### config.mk
export PLATFORM = sky130hd
export DESIGN_NAME = uart_cmd_parser
export DESIGN_NICKNAME = d
export VERILOG_FILES = /design/src/rtl/uart_cmd_parser.sv
export SDC_FILE = /design/constraint.sdc
export NUM_CORES = 1
export LEC_CHECK = 0
export CORE_MARGIN = 2
export CORE_UTILIZATION = 33
export DETAILED_ROUTE_END_ITERATION = 7
export PLACE_DENSITY_LB_ADDON = 0.1
export SYNTH_ARGS = -nofsm -noshare
export SYNTH_HDL_FRONTEND = slang
export SYNTH_SLANG_ARGS = --single-unit
### constraint.sdc
create_clock -name sys_clk -period 3.4 [get_ports sys_clk]
set_input_delay 0.68 -clock sys_clk [delete_from_list [all_inputs] [get_ports sys_clk]]
set_output_delay 0.68 -clock sys_clk [all_outputs]
set_load 0.03 [all_outputs]
### src/rtl/uart_cmd_parser.sv
// Assembles UART byte frames (header, opcode, address, optional write data) into a
// single SDRAM read/write request with req/ack handshake, plus timeout/overrun reporting.
module uart_cmd_parser #(
  parameter logic [7:0]  HEADER      = 8'hA5,
  parameter int unsigned TIMEOUT_CYC = 1_330_000,
  parameter int unsigned CNT_WIDTH   = 21
) (
  input  logic        sys_clk,
  input  logic        sys_rst,
  input  logic [7:0]  rx_data,
  input  logic        po_flag,
  output logic        cmd_wr_req,
  output logic        cmd_rd_req,
  output logic [15:0] cmd_addr,
  output logic [15:0] cmd_wdata,
  input  logic        cmd_ack,
  output logic        frame_err,
  output logic [1:0]  err_code,
  output logic        busy
);

  localparam logic [2:0] S_IDLE   = 3'd0;
  localparam logic [2:0] S_CMD    = 3'd1;
  localparam logic [2:0] S_ADDR_H = 3'd2;
  localparam logic [2:0] S_ADDR_L = 3'd3;
  localparam logic [2:0] S_DATA_H = 3'd4;
  localparam logic [2:0] S_DATA_L = 3'd5;
  localparam logic [2:0] S_ISSUE  = 3'd6;

  localparam logic [7:0] OP_WR = 8'h01;
  localparam logic [7:0] OP_RD = 8'h02;

  localparam logic [1:0] ERR_OPCODE  = 2'd1;
  localparam logic [1:0] ERR_TIMEOUT = 2'd2;
  localparam logic [1:0] ERR_OVERRUN = 2'd3;

  localparam logic [CNT_WIDTH-1:0] CNT_LAST = CNT_WIDTH'(TIMEOUT_CYC - 1);

  logic [2:0]           r_state;
  logic [CNT_WIDTH-1:0] r_cnt;
  logic                 r_op_rd;
  logic                 w_timeout;

  assign w_timeout = (r_cnt == CNT_LAST);
  assign busy      = (r_state != S_IDLE);

  // NOTE: all state uses non-blocking assignments so every branch sees pre-edge values.
  always_ff @(posedge sys_clk or posedge sys_rst) begin
    if (sys_rst) begin
      r_state    <= S_IDLE;
      r_cnt      <= '0;
      r_op_rd    <= 1'b0;
      cmd_wr_req <= 1'b0;
      cmd_rd_req <= 1'b0;
      cmd_addr   <= '0;
      cmd_wdata  <= '0;
      frame_err  <= 1'b0;
      err_code   <= '0;
    end else begin
      frame_err <= 1'b0;
      case (r_state)
        S_IDLE: begin
          r_cnt <= '0;
          if (po_flag && rx_data == HEADER) r_state <= S_CMD;
        end
        S_ISSUE: begin
          r_cnt <= '0;
          if (cmd_ack) begin
            cmd_wr_req <= 1'b0;
            cmd_rd_req <= 1'b0;
            r_state    <= S_IDLE;
          end
          if (po_flag) begin
            frame_err <= 1'b1;
            err_code  <= ERR_OVERRUN;
          end
        end
        S_CMD, S_ADDR_H, S_ADDR_L, S_DATA_H, S_DATA_L: begin
          // An arriving byte takes priority over a timeout on the same edge.
          if (po_flag) begin
            r_cnt <= '0;
            case (r_state)
              S_CMD: begin
                if (rx_data == OP_WR) begin
                  r_op_rd <= 1'b0;
                  r_state <= S_ADDR_H;
                end else if (rx_data == OP_RD) begin
                  r_op_rd <= 1'b1;
                  r_state <= S_ADDR_H;
                end else begin
                  r_state   <= S_IDLE;
                  frame_err <= 1'b1;
                  err_code  <= ERR_OPCODE;
                end
              end
              S_ADDR_H: begin
                cmd_addr[15:8] <= rx_data;
                r_state        <= S_ADDR_L;
              end
              S_ADDR_L: begin
                cmd_addr[7:0] <= rx_data;
                if (r_op_rd) begin
                  cmd_rd_req <= 1'b1;
                  r_state    <= S_ISSUE;
                end else begin
                  r_state <= S_DATA_H;
                end
              end
              S_DATA_H: begin
                cmd_wdata[15:8] <= rx_data;
                r_state         <= S_DATA_L;
              end
              default: begin
                cmd_wdata[7:0] <= rx_data;
                cmd_wr_req     <= 1'b1;
                r_state        <= S_ISSUE;
              end
            endcase
          end else if (w_timeout) begin
            r_cnt     <= '0;
            r_state   <= S_IDLE;
            frame_err <= 1'b1;
            err_code  <= ERR_TIMEOUT;
          end else begin
            r_cnt <= r_cnt + 1'b1;
          end
        end
        default: r_state <= S_IDLE;
      endcase
    end
  end

endmodule

# Word level (Yosys, flattened, before mapping)
# Cells that the tools add are included.
# word_totals
ff_bits	62
inputBits	12
output_inout_bits	38
wordCells	88
# op_classes
addsub	1
eq_ne	21
muxes	36
bitwise	1
n_reduce_logical	18
# op_table
op	count
21-bit two-way mux	2
21-bit one-hot mux with 2 select lines	1
21-bit by 1-bit adder with 21-bit output (second input constant)	1
21-bit equality test (second input constant)	1
2-bit two-way mux	9
3-bit AND reduction	5
1-bit two-way mux	14
2-bit != test (second input constant)	7
3-bit two-way mux	4
3-bit != test (second input constant)	4
3-bit one-hot mux with 4 select lines	1
3-bit equality test (second input constant)	3
3-bit one-hot mux with 3 select lines	1
8-bit by 1-bit equality test with 1-bit output (second input constant)	1
8-bit by 2-bit equality test with 1-bit output (second input constant)	1
8-bit equality test (second input constant)	1
4-bit AND reduction	2
3-bit by 2-bit equality test with 1-bit output (second input constant)	2
1-bit one-hot mux with 2 select lines	3
6-bit AND reduction	1
2-bit nonzero test	3
5-bit AND reduction	1
5-bit OR reduction	1
2-bit one-hot mux with 2 select lines	1
7 further kinds	7

# Longest topological paths before layout
# depth
depth_word	6
depth_mapped	7

# Worst setup path before layout
# OpenSTA, ideal clock, no wires.
# synth_path
path_kind	input-to-reg
startpoint	input po_flag
endpoint	register cmd_addr[10]
setup_time_ps	125
t_arrival_ps	1836
required_ps	3275
path_slack_ps	1440
path_stages	5
path_buffers	1
path_cell_list	buf_2 -> nor2b_1 -> nand2_1 -> nor2_2 -> mux2_2
# synth_via
elab_chain_len	1
# synth_rtl
item	line_no	text
start, declared	11	input logic po_flag,
3-bit AND reduction (no line)	--	
end signal, assigned	97	cmd_addr[15:8] <= rx_data;
end, declared	14	output logic [15:0] cmd_addr,
# No other way between the ends.
# A chain may end at the register's enable or synchronous reset.

# Final worst setup path
# layout_path
startpoint	register r_state[1]
endpoint	output busy
# layout_via
elab_chain_len	1
# layout_rtl
item	line_no	text
start, declared	39	logic [2:0] r_state;
start signal, assigned	50	r_state <= S_IDLE;
start signal, assigned	64	if (po_flag && rx_data == HEADER) r_state <= S_CMD;
start signal, assigned	71	r_state <= S_IDLE;
3-bit nonzero test	45	assign busy = (r_state != S_IDLE);
end, declared	19	output logic busy
# No other way between the ends.

==> results.py <==
metrics = {
    "critical_path": {
        "rr_endpoint": "r_cnt[14]",
        "crit_path_end_kind": "primary output",
        "cp_max_fo": 15,
        "worst_ep_required_time_ps": 2720,
        "path_class": "flip-flop to primary output",
        "r2r-start": "r_state[1]",
        "reg2reg_slack_ps": 1310,
        "rr_worst_depth": 5,
        "worstPathArrival_ps": 2090,
        "critPathLaunchType": "flip-flop",
    },
    "worst_hold_path": {
        "min_path_type": "flip-flop to flip-flop",
        "holdPathEnd": "cmd_addr[0]",
        "worstHoldPathCells": 1,
        "worstHoldStart": "cmd_addr[0]",
    },
    "timing": {
        "layout_min_cycle_time_ps": 2767,
        "worstMarginPinSlew_ps": 790.9,
        "relSlewSlack_pct": 47.20,
        "slew_violations": 0,
        "fin_skew_ps": 8.913,
        "setup_viol": 0,
        "tns_ps": 0,
        "whs_ps": 507.3,
        "rsz0062_at_grt": "false",
        "finalCritPeriodShare_pct": 81.37,
        "hold_viol_final": 0,
        "fmax_mhz": 361.4,
    },
    "synth": {
        "synthMuxAreaShare_pct": 13.00,
        "yosys-top-cells-count": "dfrtp_1, mux2_2, nor2_1",
        "yosys.area_share.simple_pct": 18.35,
        "synth_adder_area_share_pct": 0.4378,
        "ys_seq_area_share_pct": 54.29,
        "synthArstFlopShare_pct": 100.0,
        "synth-main-ff-cell": "dfrtp_1",
        "yosysWarnings": 0,
        "synth_top_area_cell": "dfrtp_1",
        "synth-xor-area-share_pct": 5.210,
        "synth_top_family_by_area": "simple AND/OR/NAND/NOR gates",
        "yosys.cell_count.top_type": "dfrtp_1",
        "synth_top_area_share_pct": 54.29,
        "synthCells": 245,
        "syn_nets": 258,
        "syn_area_sq_um": 2858,
        "syn_area_per_cell_sq_um": 11.66,
        "ys_top_cells_by_area": "dfrtp_1, mux2_2, xor2_1, nor2_1, nand3_1",
        "ys_types": 42,
        "synth_compound_gate_area_share_pct": 6.699,
        "ys_seq_elements": 62,
        "synth_edf_count": 0,
    },
    "run_status": {
        "outcome": "finished, final reports clean",
    },
    "pwr": {
        "p_per_area_nw_per_um2": 818.3,
        "ir_worst_vdd_mv": 0.3292,
        "leakage_nw": 1.582,
    },
    "place": {
        "port_buffers": 49,
        "gp_congestion": 0.7844,
        "post-dp-hpwl_mm": 4.318,
        "place_area_sq_um": 3475,
    },
    "finish": {
        "drive_above_1_share_pct": 21.10,
        "nets": 316,
        "antenna_cells": 0,
        "stdcell_area_sq_um": 3696,
        "area_growth_pct": 29.33,
    },
    "cts": {
        "clock-sinks": 62,
        "post_cts_resized": 0,
        "tritoncts": "done",
        "cts-root-buf": "clkbuf_8",
        "hold_buffers": 0,
        "cts_buffer_depth": 2,
        "htree_levels": 3,
        "cts_setup_buffers": 0,
        "clk_latency_ps": 340,
        "cts_buffers": 9,
        "path_clk_slew_ps": 70,
    },
    "floorplan": {
        "start_util_pct": 34.43,
        "io_pins": 50,
        "core_area_sq_um": 8299,
        "fp.dieH_um": 97.06,
        "rows": 33,
        "die_w_um": 97.06,
        "fp.dieArea_sq_um": 9421,
    },
    "route": {
        "post_drt_via_cell_ratio": 4.954,
        "avgRoutedWirePerCell_um": 15.28,
        "drc": 0,
        "firstDrtPassIters": 4,
        "drtAntennaViolNets": 0,
        "num_vias": 2046,
        "drt_iter0_drc": 84,
        "wl_mm": 6.309,
    },
    "global_route": {
        "grt_start_max_net_pins": 37,
        "first_global_vias": 1918,
        "grt.total_usage_pct": 14.02,
        "grt_overflow_total": 0,
        "antenna_found_initial": 0,
        "grt_pass1_wl_mm": 10.60,
    },
    "job": {
        "cap_viol_max_count": 0,
    },
}
[through the flow]
stage	setup slack (ps)	util (%)	std cells	total power [W]
6_report	633.3	44.53	413	0.003024
5_1_grt	451.3	44.53	413	0.003195
4_1_cts	627.7	44.53	413	0.003074
3_5_place_dp	645.8	41.87	397	0.002337
3_3_place_gp	703.2	41.87	397	0.002330
2_1_floorplan	1179	-	245	0.001853
[power breakdown]
part / total [W] / leakage (nW) / internal [W] / switching [W]
combinational: 0.00122 / 0.669 / 0.000542 / 0.000678
clock: 0.000715 / 0.106 / 0.000415 / 0.000300
sequential: 0.00109 / 0.807 / 0.000933 / 0.000156
[cell families after synthesis]
kind of cell,Yosys count
AND/OR/NAND/NOR,92
multiplexers,33
adder cells (fa/ha/maj),1
AO/OA/AOI/OAI,28
XOR/XNOR,17
flip-flops,62
buffers and inverters,12
[sequential cells by signal, indices dropped and copies added, names as in the netlist]
signal and cells:
r_state 3, r_cnt 21, cmd_rd_req 1, cmd_addr 16, frame_err 1, err_code 2, cmd_wr_req 1, r_op_rd 1
cmd_wdata 16
[per-layer routing]
metal | vias up | global-route usage [%] | part of all wire, %
met2 | 48 | 20.57 | 46
met3 | 6 | 4.317 | 3.9
met5 | - | 0 | 0
met1 | 996 | 20.19 | 49
li1 | 996 | - | -
met4 | 0 | 3.575 | 1.1
[worst max path at each step]
stage	from	to
global route	r_state[1]	busy
CTS	r_state[1]	busy
finish	r_state[1]	busy
global placement	rx_data[3]	err_code[0]
floorplan	sys_rst	cmd_addr[0]
detailed placement	rx_data[3]	err_code[0]
[critical path, cell delays in order (launching register included)]
cell             delay (ps)
dfrtp_1                 550
nor3_1                  500
inv_1                    90
clkdlybuf4s50_1         600
[layout by cell type (no fill, tap or decap), types with 5 or more instances in the layout]
master	n
clkdlybuf4s50_1	49
inv_1	5
dfrtp_1	62
nand4_1	10
nand2_1	15
nor2_1	22
nor3_1	5
o21ai_0	6
mux2_2	33
xor2_1	14
clkbuf_8	9
nand3_1	15
a21oi_1	8
[final cells by class]
type | count | area, sq um
Fill cell | 784 | 4603
Sequential cell | 62 | 1551
Multi-Input combinational cell | 171 | 1249
Timing Repair Buffer | 53 | 520.5
Tap cell | 105 | 131.4
Clock buffer | 9 | 123.9
Clock inverter | 7 | 97.59
Inverter | 6 | 22.52
(Power assumes the default switching activity.)
